$ cat src/rtl/ss_tr_stack_if.sv
// Bundled control, source and status signals between the control unit and the
// temporary-register stack.
interface ss_tr_stack_if #(
  parameter int unsigned WIDTH = 16,
  parameter int unsigned DEPTH = 8,
  parameter int unsigned NSRC  = 8
);
  localparam int unsigned SELW = (NSRC > 1) ? $clog2(NSRC) : 1;
  localparam int unsigned CNTW = $clog2(DEPTH + 1);

  logic [NSRC*WIDTH-1:0] src_data;
  logic [SELW-1:0]       tr_src;
  logic                  tr_write;
  logic                  tr_push;
  logic                  tr_pop;
  logic                  clr_err;
  logic [WIDTH-1:0]      tr;
  logic [WIDTH-1:0]      tr_next;
  logic [CNTW-1:0]       count;
  logic                  full;
  logic                  empty;
  logic                  ovf;
  logic                  unf;

  modport master (
    output src_data, tr_src, tr_write, tr_push, tr_pop, clr_err,
    input  tr, tr_next, count, full, empty, ovf, unf
  );

  modport slave (
    input  src_data, tr_src, tr_write, tr_push, tr_pop, clr_err,
    output tr, tr_next, count, full, empty, ovf, unf
  );
endinterface

$ cat src/rtl/ss_tr_stack.sv
// DEPTH-entry LIFO of temporary registers fed from an NSRC-way source mux, with
// push/pop/overwrite/replace commands, occupancy status and sticky error flags.
module ss_tr_stack #(
  parameter int unsigned WIDTH = 16,
  parameter int unsigned DEPTH = 8,
  parameter int unsigned NSRC  = 8
) (
  input  logic           CLK,
  input  logic           reset,
  ss_tr_stack_if.slave   bus
);
  localparam int unsigned SELW = (NSRC > 1) ? $clog2(NSRC) : 1;
  localparam int unsigned CNTW = $clog2(DEPTH + 1);
  localparam int unsigned IDXW = (DEPTH > 1) ? $clog2(DEPTH) : 1;

  if (DEPTH < 2) begin : g_depth_chk
    $error("ss_tr_stack: DEPTH must be at least 2");
  end

  logic [WIDTH-1:0] mem_q [DEPTH];
  logic [WIDTH-1:0] mem_d [DEPTH];
  logic [CNTW-1:0]  count_q, count_d;
  logic             ovf_q, ovf_d;
  logic             unf_q, unf_d;
  logic [WIDTH-1:0] sel_val;
  logic             is_empty, is_full;
  logic             ovf_set, unf_set;
  logic [IDXW-1:0]  top_idx, push_idx, next_idx;

  // Source mux; an out-of-range select yields zero.
  always_comb begin
    sel_val = '0;
    for (int unsigned k = 0; k < NSRC; k++) begin
      if (bus.tr_src == SELW'(k)) sel_val = bus.src_data[k*WIDTH +: WIDTH];
    end
  end

  assign is_empty = (count_q == '0);
  assign is_full  = (count_q == CNTW'(DEPTH));
  assign top_idx  = IDXW'(count_q - CNTW'(1));
  assign push_idx = IDXW'(count_q);
  assign next_idx = IDXW'(count_q - CNTW'(2));

  // Command decode: replace > push > pop > write.
  always_comb begin
    mem_d   = mem_q;
    count_d = count_q;
    ovf_set = 1'b0;
    unf_set = 1'b0;
    if (bus.tr_push && bus.tr_pop) begin
      if (is_empty) begin
        mem_d[0] = sel_val;
        count_d  = CNTW'(1);
      end else begin
        mem_d[top_idx] = sel_val;
      end
    end else if (bus.tr_push) begin
      if (is_full) begin
        ovf_set = 1'b1;
      end else begin
        mem_d[push_idx] = sel_val;
        count_d         = count_q + CNTW'(1);
      end
    end else if (bus.tr_pop) begin
      if (is_empty) unf_set = 1'b1;
      else          count_d = count_q - CNTW'(1);
    end else if (bus.tr_write) begin
      if (is_empty) unf_set = 1'b1;
      else          mem_d[top_idx] = sel_val;
    end
    // A new error in the clearing cycle keeps the flag set.
    ovf_d = ovf_set | (ovf_q & ~bus.clr_err);
    unf_d = unf_set | (unf_q & ~bus.clr_err);
  end

  always_ff @(posedge CLK or negedge reset) begin
    if (!reset) begin
      for (int unsigned i = 0; i < DEPTH; i++) mem_q[i] <= '0;
      count_q <= '0;
      ovf_q   <= 1'b0;
      unf_q   <= 1'b0;
    end else begin
      mem_q   <= mem_d;
      count_q <= count_d;
      ovf_q   <= ovf_d;
      unf_q   <= unf_d;
    end
  end

  // Views are gated by occupancy so stale popped slots never leak out.
  assign bus.tr      = is_empty ? '0 : mem_q[top_idx];
  assign bus.tr_next = (count_q >= CNTW'(2)) ? mem_q[next_idx] : '0;
  assign bus.count   = count_q;
  assign bus.full    = is_full;
  assign bus.empty   = is_empty;
  assign bus.ovf     = ovf_q;
  assign bus.unf     = unf_q;
endmodule

$ cat src/flat_wrapper.sv
// flat-port wrapper written by rule: the top's interface ports become plain ports
module ss_tr_stack_flat 
#(
  parameter int unsigned WIDTH = 16,
  parameter int unsigned DEPTH = 8,
  parameter int unsigned NSRC  = 8
)
  (CLK, reset, bus_src_data, bus_tr_src, bus_tr_write, bus_tr_push, bus_tr_pop, bus_clr_err, bus_tr, bus_tr_next, bus_count, bus_full, bus_empty, bus_ovf, bus_unf);
  ss_tr_stack_if #(.WIDTH(WIDTH), .DEPTH(DEPTH), .NSRC(NSRC)) bus_i ();
  input  logic CLK;
  input  logic reset;
  input wire logic [$bits(bus_i.src_data)-1:0] bus_src_data;
  input wire logic [$bits(bus_i.tr_src)-1:0] bus_tr_src;
  input wire logic [$bits(bus_i.tr_write)-1:0] bus_tr_write;
  input wire logic [$bits(bus_i.tr_push)-1:0] bus_tr_push;
  input wire logic [$bits(bus_i.tr_pop)-1:0] bus_tr_pop;
  input wire logic [$bits(bus_i.clr_err)-1:0] bus_clr_err;
  output wire logic [$bits(bus_i.tr)-1:0] bus_tr;
  output wire logic [$bits(bus_i.tr_next)-1:0] bus_tr_next;
  output wire logic [$bits(bus_i.count)-1:0] bus_count;
  output wire logic [$bits(bus_i.full)-1:0] bus_full;
  output wire logic [$bits(bus_i.empty)-1:0] bus_empty;
  output wire logic [$bits(bus_i.ovf)-1:0] bus_ovf;
  output wire logic [$bits(bus_i.unf)-1:0] bus_unf;
  assign bus_i.src_data = bus_src_data;
  assign bus_i.tr_src = bus_tr_src;
  assign bus_i.tr_write = bus_tr_write;
  assign bus_i.tr_push = bus_tr_push;
  assign bus_i.tr_pop = bus_tr_pop;
  assign bus_i.clr_err = bus_clr_err;
  assign bus_tr = bus_i.tr;
  assign bus_tr_next = bus_i.tr_next;
  assign bus_count = bus_i.count;
  assign bus_full = bus_i.full;
  assign bus_empty = bus_i.empty;
  assign bus_ovf = bus_i.ovf;
  assign bus_unf = bus_i.unf;
  ss_tr_stack #(.WIDTH(WIDTH), .DEPTH(DEPTH), .NSRC(NSRC)) u_core (.CLK(CLK), .reset(reset), .bus(bus_i));
endmodule
$ cat config.mk
export PLATFORM = sky130hd
export DESIGN_NAME = ss_tr_stack_flat
export DESIGN_NICKNAME = d
export VERILOG_FILES = /design/src/rtl/ss_tr_stack_if.sv /design/src/rtl/ss_tr_stack.sv /design/src/flat_wrapper.sv
export SDC_FILE = /design/constraint.sdc
export NUM_CORES = 1
export LEC_CHECK = 0
export ABC_AREA = 1
export CORE_AREA = 2 2 150 188
export CTS_CLUSTER_DIAMETER = 150
export DETAILED_ROUTE_END_ITERATION = 7
export DIE_AREA = 0 0 152 190
export GPL_TIMING_DRIVEN = 0
export HOLD_SLACK_MARGIN = 0.02
export PLACE_DENSITY = 0.7
export SYNTH_ARGS = -nofsm -noshare
export SYNTH_HDL_FRONTEND = slang
export SYNTH_SLANG_ARGS = --single-unit
$ cat constraint.sdc
create_clock -name CLK -period 3.05 [get_ports CLK]
set_clock_uncertainty 0.05 [all_clocks]
set_input_delay 0.61 -clock CLK [delete_from_list [all_inputs] [get_ports CLK]]
set_output_delay 0.61 -clock CLK [all_outputs]
set_load 0.02 [all_outputs]
==> qor.yml <==
ir_worst_vdd_mv: 0.5648
crit_required_ps: 2390
synthTopCellsByArea: "dfrtp_1 (31%), nand2_1 (14%), o21ai_0 (9.4%)"
ff2ff_path_depth: 15
antenna_found_initial: 0
critPathMaxFanout: 5
r2r-start: "u_core.bus.count[0]$_DFFE_PN0P_"
comb_power_share_pct: 69.8
dieArea_sq_um: 28880
cts_tree: "built"
timing.final.crit_period_ps: 3663
slew-limit-headroom_pct: 40.70
net-switching-power_w: 0.009790
p_int_w: 0.008961
fin_setup_tns_ps: -12690
wl_um: 57360
fin_area_sq_um: 15130
violations: "negative setup slack"
ys_seq_area_share_pct: 31.34
p_sw_share_pct: 52.21
clkPwrFrac_pct: 11.6
vias: 14210
gp_congestion: 1.045
core_sq_um: 27310
postRouteAntennaNets: 0
synth_top_family_by_area: "simple AND/OR/NAND/NOR gates"
yosysTopAreaCell: "dfrtp_1"
slew_viol_final: 0
path_class: "reg2out"
max-cap-violations: 0
status: "finished with violations"
clock_sinks: 134
insertion_delay_ps: 450
synthMuxAreaShare_pct: 0
syn_area_per_cell_sq_um: 6.361
io_pins: 177
pwr-share-seq_pct: 18.6
cts_max_level: 4
yosys_warnings: 0
fillers: 2650
overflow: 0
cellLeakagePower_nw: 6.560
syn-cell-area_sq_um: 10700
holdWs_ps: 68.87
crit_path_end_kind: "primary output"
drive_above_1_share_pct: 16.59
synth_top_area_share_pct: 31.34
synth_compound_area_share_pct: 27.12
syn_to_final_growth_pct: 41.45
synth_nets: 1826
ys_ff_latch: 134
die_height_um: 190
numCtsBuffers: 17
initial_utilization_pct: 39.17
route.detailed.drc: 0
drtIter0Drc: 1624
hold_class: "in2async"
clk_path_buf_depth: 2
row_count: 68
synth-simple-area-share_pct: 29.93
hold_viol: 0
ff_latch_area_sq_um: 3356
nets: 2088
clock-root-buffer: "clkbuf_16"
grt_use_total_pct: 39.14
grt_pass1_vias: 14090
cp-start-kind: "flop"
rr_endpoint: "u_core.mem_q[61]$_DFFE_PN0P_"
critPathArrivalTime_ps: 3000
synth_xor_area_share_pct: 0.1637
syn_inst: 1682
routedWlPerCell_um: 24.91
first_pass_iters: 6
antenna_cells: 0
period_share_pct: 120.1
postCtsHoldBufs: 0
grt_pass1_wl_um: 85210
finalWorstSetupSlack_ps: -613.2
yosys.area_share.adder_pct: 0.8186
grt_max_degree: 81
placed_cell_area_sq_um: 13040
rrSetupSlack_ps: 80
portBuffers: 176
finalSetupViolations: 32
hpwl_um: 43860
clk_pin_slew_ps: 60
fmax_mhz: 273.0
multi_input_area_sq_um: 6837
synth_cell_type_count: 37
pre_cts_ws_ps: -1707
rsz0062_at_grt: "true"
tightest_slew_ps: 889.5
die_x_um: 152
p_total_w: 0.01875
power_density_nw_per_um2: 1239
avgViaCountPerCell: 6.170
[routing by layer]
layer | routed length [um] | global-route usage [%] | vias to the layer above | share of wire (%)
met2 | 27190 | 67.05 | 994 | 47
li1 | - | - | 6325 | -
met5 | 0 | 0 | - | 0
met3 | 5315 | 8.588 | 255 | 9.3
met1 | 20170 | 42.54 | 6635 | 35
met4 | 4686 | 29.15 | 0 | 8.2
[flip-flops by register name, summed over array words and instances (netlist names)]
| signal | cells |
|---|---|
| u_core.bus.ovf | 1 |
| u_core.bus.count | 4 |
| u_core.bus.unf | 1 |
| u_core.mem_q | 128 |
[cell families after synthesis]
family | Yosys count
AO/OA/AOI/OAI | 520
AND/OR/NAND/NOR | 737
XOR/XNOR | 2
buffers and inverters | 282
flip-flops | 134
adder cells (fa/ha/maj) | 7
[worst max-delay path, stage by stage, from the launching register on]
cell        delay [ps]
dfrtp_2            450
clkinv_8            70
clkbuf_16          160
clkbuf_16          160
ha_4               170
nand2_2             80
nand2_4             90
nand3_4             90
buf_6              120
clkinvlp_4         170
buf_8              200
nand2_2             50
nand4_1            160
o31a_1             400
buf_6              170
[synth_stat cells]
cell / number
nand4_1: 56
nor4_1: 1
nand3_1: 185
nand2_1: 402
nor3_2: 5
nor2_4: 1
a21oi_4: 3
buf_4: 4
clkinv_1: 6
nor2_1: 75
o21ai_4: 1
a31oi_1: 19
a21oi_1: 187
a311oi_1: 11
o221a_2: 2
xnor2_1: 1
nand3_2: 1
o21ai_2: 3
o22ai_1: 34
o21ai_0: 200
buf_2: 24
clkbuf_2: 3
inv_1: 147
xor2_1: 1
clkbuf_1: 75
o31ai_1: 1
buf_6: 4
o21ai_1: 15
nor3_1: 9
ha_1: 7
inv_2: 12
nand2_2: 2
a211oi_1: 22
o31a_1: 8
dfrtp_1: 134
buf_1: 7
o211ai_1: 14
[power groups by stage]
stage / Sequential, W / Clock [W] / Combinational [W]
floorplan: 0.00314 / 0 / 0.00609
global placement: 0.00338 / 0 / 0.0100
detailed placement: 0.00341 / 0 / 0.0101
CTS: 0.00340 / 0.00216 / 0.0122
global route: 0.00356 / 0.00224 / 0.0137
finish: 0.00349 / 0.00217 / 0.0131
[placed cells by master, fill, tap and decap left out, types with 21 or more instances in the layout]
cell type        instances
clkbuf_1                37
dfrtp_1                132
nand2_1                389
clkdlybuf4s50_1        141
inv_1                  140
o21ai_0                200
buf_4                   56
nor2_1                  72
nand4_1                 56
buf_2                   26
o22ai_1                 21
buf_6                   49
nand3_1                178
clkbuf_16               23
a21oi_1                176
[area by class of cell]
| cell class | instances | area share [%] |
|---|---|---|
| Clock buffer | 19 | 2.993 |
| Inverter | 165 | 4.291 |
| Multi-Input combinational cell | 1266 | 45.18 |
| Tap cell | 350 | 2.894 |
| Buffer | 114 | 5.548 |
| Sequential cell | 134 | 22.17 |
| Timing Repair Buffer | 246 | 16.06 |
| Clock inverter | 9 | 0.8599 |
[worst max path at each step]
stage / endpoint / startpoint / slack [ps] / cells past startpoint
after detailed placement: bus_tr[3] / u_core.bus.count[1]$_DFFE_PN0P_ / -1710 / 13
after floorplan: bus_tr[11] / u_core.bus.count[0]$_DFFE_PN0P_ / 2 / 14
final: bus_tr[3] / u_core.bus.count[0]$_DFFE_PN0P_ / -610 / 14
after CTS: bus_tr[3] / u_core.bus.count[0]$_DFFE_PN0P_ / -570 / 14
after global routing: bus_tr[3] / u_core.bus.count[0]$_DFFE_PN0P_ / -620 / 14
after global placement: u_core.bus.count[0]$_DFFE_PN0P_ / reset / -4910 / 1
[what timing repair did]
item                       4_1_cts  5_1_grt
pin swaps                       33       22
buffers inserted                60       21
gates cloned                     1        0
resized for setup              382       62
setup endpoints to repair      153       86
hold endpoints to repair         0        0
[stage by stage]
stage          std cells  util [%]
2_1_floorplan       1682         -
3_3_place_gp        2208     47.63
6_report            2303     55.41
5_1_grt             2303     55.41
3_5_place_dp        2209     47.74
4_1_cts             2297     54.69
Note: power is estimated with default switching activity, not from simulation.
